## src/rtl/isa_pkg.sv

```systemverilog
// Shared ISA constants for the 9-bit core: opcodes, the program terminator
// word and the loader state encoding.
package isa_pkg;

    localparam logic [2:0] OP_ADDI = 3'b000;
    localparam logic [2:0] OP_J    = 3'b001;
    localparam logic [2:0] OP_BR   = 3'b010;
    localparam logic [2:0] OP_MEM  = 3'b011;
    localparam logic [2:0] OP_SHF  = 3'b100;
    localparam logic [2:0] OP_XOR  = 3'b101;
    localparam logic [2:0] OP_AND  = 3'b110;
    localparam logic [2:0] OP_ADD  = 3'b111;

    localparam logic [8:0] DONE_WORD = 9'h0F0;

    typedef enum logic [1:0] {
        ST_IDLE   = 2'd0,
        ST_LOAD   = 2'd1,
        ST_FINISH = 2'd2,
        ST_DONE   = 2'd3
    } load_state_t;

    // A mem-class bundle with both sub-op bits set is the program terminator.
    function automatic logic is_done_op(input logic [2:0] op, input logic [1:0] bb);
        return (op == OP_MEM) && (bb == 2'b11);
    endfunction

endpackage

```

## src/rtl/instr_pack.sv

```systemverilog
// Combinational field packer: decoded instruction fields in, 9-bit machine
// word plus a field-overflow flag out.
module instr_pack
    import isa_pkg::*;
(
    input  logic [2:0] op,
    input  logic [1:0] bb,
    input  logic [2:0] rs,
    input  logic [2:0] rd,
    input  logic [5:0] imm,
    output logic [8:0] word,
    output logic       ovf
);

    always_comb begin
        word = {op, 6'd0};
        ovf  = 1'b0;
        case (op)
            OP_ADDI, OP_J: begin
                word[5:0] = imm;
            end
            OP_BR, OP_MEM: begin
                word[5:4] = bb;
                word[3]   = rs[0];
                word[2:0] = rd;
                ovf       = (rs > 3'd1);
            end
            OP_SHF: begin
                // Only bb[1] (direction) survives; the shift amount is 2 bits.
                word[5]   = bb[1];
                word[4:3] = rs[1:0];
                word[2:0] = rd;
                ovf       = rs[2];
            end
            default: begin
                word[5:3] = rs;
                word[2:0] = rd;
            end
        endcase
    end

endmodule

```

## src/rtl/prog_encoder.sv

```systemverilog
// Instruction loader: packs field bundles into 9-bit words, writes them to
// consecutive imem addresses and terminates the program with the done word.
module prog_encoder
    import isa_pkg::*;
#(
    parameter int ADDR_W = 8
) (
    input  logic              clk,
    input  logic              rst_n,
    input  logic              load_go,
    input  logic              in_valid,
    output logic              in_ready,
    input  logic [2:0]        in_op,
    input  logic [1:0]        in_bb,
    input  logic [2:0]        in_rs,
    input  logic [2:0]        in_rd,
    input  logic [5:0]        in_imm,
    input  logic              in_last,
    output logic              imem_we,
    output logic [ADDR_W-1:0] imem_addr,
    output logic [8:0]        imem_wdata,
    output logic              core_start,
    output logic              load_done,
    output logic              err
);

    // Top address is reserved for the done word, so this is the last user slot.
    localparam logic [ADDR_W-1:0] LAST_USER_ADDR = {{(ADDR_W-1){1'b1}}, 1'b0};

    load_state_t       state_reg, state_next;
    logic [ADDR_W-1:0] addr_reg;
    logic              imem_we_reg;
    logic [ADDR_W-1:0] imem_addr_reg;
    logic [8:0]        imem_wdata_reg;
    logic              core_start_reg;
    logic              load_done_reg;
    logic              err_reg;

    logic [8:0]        packed_word;
    logic              packed_ovf;
    logic              handshake;
    logic              done_op;
    logic              at_cap;

    instr_pack u_pack (
        .op   (in_op),
        .bb   (in_bb),
        .rs   (in_rs),
        .rd   (in_rd),
        .imm  (in_imm),
        .word (packed_word),
        .ovf  (packed_ovf)
    );

    assign handshake = in_valid && (state_reg == ST_LOAD);
    assign done_op   = is_done_op(in_op, in_bb);
    assign at_cap    = (addr_reg == LAST_USER_ADDR);

    always_comb begin
        state_next = state_reg;
        case (state_reg)
            ST_IDLE:   if (load_go) state_next = ST_LOAD;
            ST_LOAD: begin
                if (handshake && (done_op || in_last || (!packed_ovf && at_cap)))
                    state_next = ST_FINISH;
            end
            ST_FINISH: state_next = ST_DONE;
            ST_DONE:   if (load_go) state_next = ST_LOAD;
            default:   state_next = ST_IDLE;
        endcase
    end

    always_ff @(posedge clk or negedge rst_n) begin
        if (!rst_n) begin
            state_reg <= ST_IDLE;
        end else begin
            state_reg <= state_next;
        end
    end

    always_ff @(posedge clk or negedge rst_n) begin
        if (!rst_n) begin
            addr_reg       <= '0;
            imem_we_reg    <= 1'b0;
            imem_addr_reg  <= '0;
            imem_wdata_reg <= '0;
            core_start_reg <= 1'b1;
            load_done_reg  <= 1'b0;
            err_reg        <= 1'b0;
        end else begin
            imem_we_reg <= 1'b0;
            case (state_reg)
                ST_IDLE, ST_DONE: begin
                    if (load_go) begin
                        addr_reg       <= '0;
                        err_reg        <= 1'b0;
                        load_done_reg  <= 1'b0;
                        core_start_reg <= 1'b1;
                    end else if (state_reg == ST_DONE) begin
                        // Released one cycle after the done word's strobe.
                        load_done_reg  <= 1'b1;
                        core_start_reg <= 1'b0;
                    end
                end
                ST_LOAD: begin
                    if (handshake && !done_op) begin
                        if (packed_ovf) begin
                            err_reg <= 1'b1;
                        end else begin
                            imem_we_reg    <= 1'b1;
                            imem_addr_reg  <= addr_reg;
                            imem_wdata_reg <= packed_word;
                            addr_reg       <= addr_reg + ADDR_W'(1);
                            if (!in_last && at_cap)
                                err_reg <= 1'b1;
                        end
                    end
                end
                ST_FINISH: begin
                    imem_we_reg    <= 1'b1;
                    imem_addr_reg  <= addr_reg;
                    imem_wdata_reg <= DONE_WORD;
                end
                default: ;
            endcase
        end
    end

    assign in_ready   = (state_reg == ST_LOAD);
    assign imem_we    = imem_we_reg;
    assign imem_addr  = imem_addr_reg;
    assign imem_wdata = imem_wdata_reg;
    assign core_start = core_start_reg;
    assign load_done  = load_done_reg;
    assign err        = err_reg;

endmodule

```

## config.mk

```make
export PLATFORM = sky130hd
export DESIGN_NAME = prog_encoder
export DESIGN_NICKNAME = d
export VERILOG_FILES = /design/src/rtl/isa_pkg.sv /design/src/rtl/instr_pack.sv /design/src/rtl/prog_encoder.sv
export SDC_FILE = /design/constraint.sdc
export NUM_CORES = 1
export LEC_CHECK = 0
export ABC_AREA = 1
export CAP_MARGIN = 20
export CORE_ASPECT_RATIO = 0.75
export CORE_MARGIN = 3
export CORE_UTILIZATION = 25
export DETAILED_ROUTE_END_ITERATION = 6
export DONT_BUFFER_PORTS = 1
export PLACE_DENSITY = 0.48
export SLEW_MARGIN = 0
export SYNTH_ARGS = -nofsm -noshare
export SYNTH_HDL_FRONTEND = slang
export SYNTH_HIERARCHICAL = 1
export SYNTH_SLANG_ARGS = --single-unit
```

## constraint.sdc

```tcl
create_clock -name clk -period 1.6 [get_ports clk]
set_input_delay 0.24 -clock clk [delete_from_list [all_inputs] [get_ports clk]]
set_output_delay 0.24 -clock clk [all_outputs]
set_load 0.05 [all_outputs]
```

==> flow_summary.toml <==
[cells_and_area]
final_layout_size_suffix_gt1_share_pct = 29.5
stdcell_area_um2 = 2140
finalCoreUtilization_pct = 30.8
final_nets = 263
layout_stage_area_growth_over_the_synthesis_result_pct = 18.1
num-fill-cells = 755
antenna_cells_inserted = 0
largest_register_ff_count = 9

[worst_hold_path]
min-delay-path-class = "input pin to register"

[timing]
timing.fmax_ghz = 0.667
hold_viol = 0
tightest_slew_ns = 0.523
clock_skew_ns = 0.0121
post-route-period-util_pct = 93.7
period_minus_slack_ns = 1.50
final-max-slew-violation-count = 0
report.final.setup_viol = 0
rsz0062_at_grt = "false"
worst_slew_margin_rel_pct = 65.1

[clock_network]
clock_tree.htree_level_count = 2
clk_pin_slew_ns = 0.08
tritoncts_clock_tree = "done"
number_of_buffers_inserted_during_clock_tree_synthesis = 5
clock_latency_ns = 0.29
clock_sinks = 31
root_buffer = "sky130_fd_sc_hd__clkbuf_8"
clock_path_buffers = 2

[floorplanning]
num_io_pins = 44
die_height_um = 79.7
design.die.area_um2 = 8300
core_um2 = 6930
die_width_um = 104
start_util_pct = 26.1
num_rows = 26

[logic_synthesis]
synthCells = 223
synth-warning-count = 6
synth-seq-cells = 31
netlist-cell-type-count = 23
seq_total_area_yosys_pct = 42.9
mappedNetlistNets = 250
mappedNetlistArea_um2 = 1810
synth_area_per_cell_um2 = 8.11

[setup_path]
required_ns = 1.77
crit_path_max_incr_delay_ns = 0.40
critical_path.endpoint_type = "register"
worst_path_max_delay_cell = "sky130_fd_sc_hd__dfrtp_1"
type_of_the_worst_setup_path = "register to register"
startpoint_type = "register"
critical_path_arrival_ns = 1.67
critical_path.max_fanout = 14
path_cells = "inv_2, ha_4, nand2_1, a21oi_2, nand2_2, nand2_4, nand2_4, buf_12, nand2_1, o21ai_2"

[pwr]
p_per_area_nw_per_um2 = 2200
p_total_mw = 4.69
peakVddDrop_mv = 0.692
cellLeakagePower_nw = 1.01

[placed_design]
post-dp-hpwl_um = 3190
finalWeightedCongestion = 0.771
placed_cell_area_um2 = 1950
buffer_ports.inserted = 0

[route]
ant_nets = 0
postRouteWirelength_um = 4390
detail_route.iter0.violations = 114
route.detailed.drc = 0
via_cell_ratio = 4.25
detail_route.first_pass.iterations = 4
detailroute.via_count = 1424
wl_per_cell_um = 13.1

[status]
result_of_the_run = "finished clean"

[grt]
grt_antenna_before_repair = 0
globalRoute.totalOverflow = 0
grt_pass1_vias = 1343
grt_start_max_net_pins = 32
global_route_wire_length_before_repair_um = 7220
grt.total_usage_pct = 11.3

[run]
max_cap_viol = 0
[Yosys cell counts]
master	n	share of area, %
sky130_fd_sc_hd__ha_1	5	3.5
sky130_fd_sc_hd__nand2_4	3	1.9
sky130_fd_sc_hd__or2_2	2	0.69
sky130_fd_sc_hd__o21ai_2	22	11
sky130_fd_sc_hd__a21oi_1	5	1.4
sky130_fd_sc_hd__o22ai_1	1	0.35
sky130_fd_sc_hd__inv_1	24	5.0
sky130_fd_sc_hd__nor2_2	5	1.7
sky130_fd_sc_hd__nor2_1	7	1.5
sky130_fd_sc_hd__nand2_2	7	2.4
sky130_fd_sc_hd__a21oi_2	1	0.48
sky130_fd_sc_hd__dfrtp_1	30	41
sky130_fd_sc_hd__nand3_2	1	0.55
sky130_fd_sc_hd__nand3_1	15	4.1
sky130_fd_sc_hd__o21ai_1	3	0.83
sky130_fd_sc_hd__buf_6	4	2.5
sky130_fd_sc_hd__buf_4	4	1.7
sky130_fd_sc_hd__dfstp_2	1	1.5
sky130_fd_sc_hd__nand3b_1	1	0.42
sky130_fd_sc_hd__nand2_1	73	15
sky130_fd_sc_hd__o21ai_0	6	1.7
sky130_fd_sc_hd__buf_2	1	0.28
sky130_fd_sc_hd__inv_2	2	0.42
[area by class of cell]
class	count	area, um2	share of cell area [%]
clock buffers	7	96.3	4.51
clock inverters	1	7.51	0.351
inverters	26	97.6	4.57
multi-input cells	158	891	41.7
flip-flops and latches	31	777	36.4
well taps	98	123	5.74
repair buffers	14	145	6.79
[timing repair]
item                                   CTS  global route
setup endpoints to repair                8            26
hold buffers                             2             0
setup buffers                            0             4
endpoints found under the hold margin   31             0
cloned                                   1             0
pin swaps                                1             1
gates resized for setup                  2             2
[cell families after synthesis]
| logic type | share of synthesized area [%] |
|---|---|
| simple gates | 28.4 |
| buf+inv | 9.82 |
| flops | 42.9 |
| fa+ha+maj | 3.46 |
| compound gates | 15.4 |
[stage by stage]
step	setup TNS [ns]	hold slack (ns)	setup slack, ns	std cells
finish	0	0.0857	0.100	335
global route	0	0.107	0.0168	335
CTS	0	0.0872	0.0118	331
detailed placement	-0.0109	-0.0547	-0.00453	320
global placement	-0.0193	-0.0548	-0.00690	320
floorplan	0	-0.0556	0.0584	223
[final timing paths]
check,start,endpoint,slack (ns),depth (start not counted)
setup / recovery,state_reg[1],imem_addr[6],0.10,10
hold / removal,load_go,core_start,0.09,2
setup reg to reg,state_reg[1],imem_addr[6],0.10,10
hold reg to reg,addr_reg[3],addr_reg[3],0.52,2
max in group asynchronous,rst_n,core_start,0.96,2
min in group asynchronous,rst_n,imem_wdata[3],0.40,2
[critical path, delay by kind of cell, from the launching register on]
kind,cells,cell delay [ns]
simple gates,5,0.42
flops,1,0.40
buf+inv,2,0.23
compound gates,2,0.20
fa+ha+maj,1,0.13
[routing by layer]
layer | wire, um | global-route usage, % | part of all wire [%] | vias to the layer above
met5 | 0 | 0 | 0 | -
met3 | 320 | 4.69 | 7.3 | 5
met4 | 53 | 4.38 | 1.2 | 0
li1 | - | - | - | 728
met1 | 2350 | 16.1 | 54 | 651
met2 | 1670 | 14.9 | 38 | 40
[power breakdown]
part / total (mW) / switching (mW) / leakage [nW] / internal (mW)
clock: 0.719 / 0.327 / 0.0505 / 0.392
combinational: 2.18 / 1.33 / 0.556 / 0.851
sequential: 1.79 / 0.776 / 0.406 / 1.02
[cell usage in the layout (no fill, tap or decap), types with 4 or more instances in the layout]
cell / netlist / layout
sky130_fd_sc_hd__nand2_1: 73 / 73
sky130_fd_sc_hd__dfrtp_1: 30 / 30
sky130_fd_sc_hd__inv_1: 24 / 22
sky130_fd_sc_hd__o21ai_2: 22 / 22
sky130_fd_sc_hd__nand3_1: 15 / 15
sky130_fd_sc_hd__buf_4: 4 / 10
sky130_fd_sc_hd__nand2_2: 7 / 7
sky130_fd_sc_hd__nor2_1: 7 / 7
sky130_fd_sc_hd__clkbuf_8: 0 / 7
sky130_fd_sc_hd__o21ai_0: 6 / 6
sky130_fd_sc_hd__nor2_2: 5 / 5
sky130_fd_sc_hd__a21oi_1: 5 / 5
sky130_fd_sc_hd__inv_2: 2 / 4
sky130_fd_sc_hd__nand2_4: 3 / 4
Power figures use the tool's default switching activity.
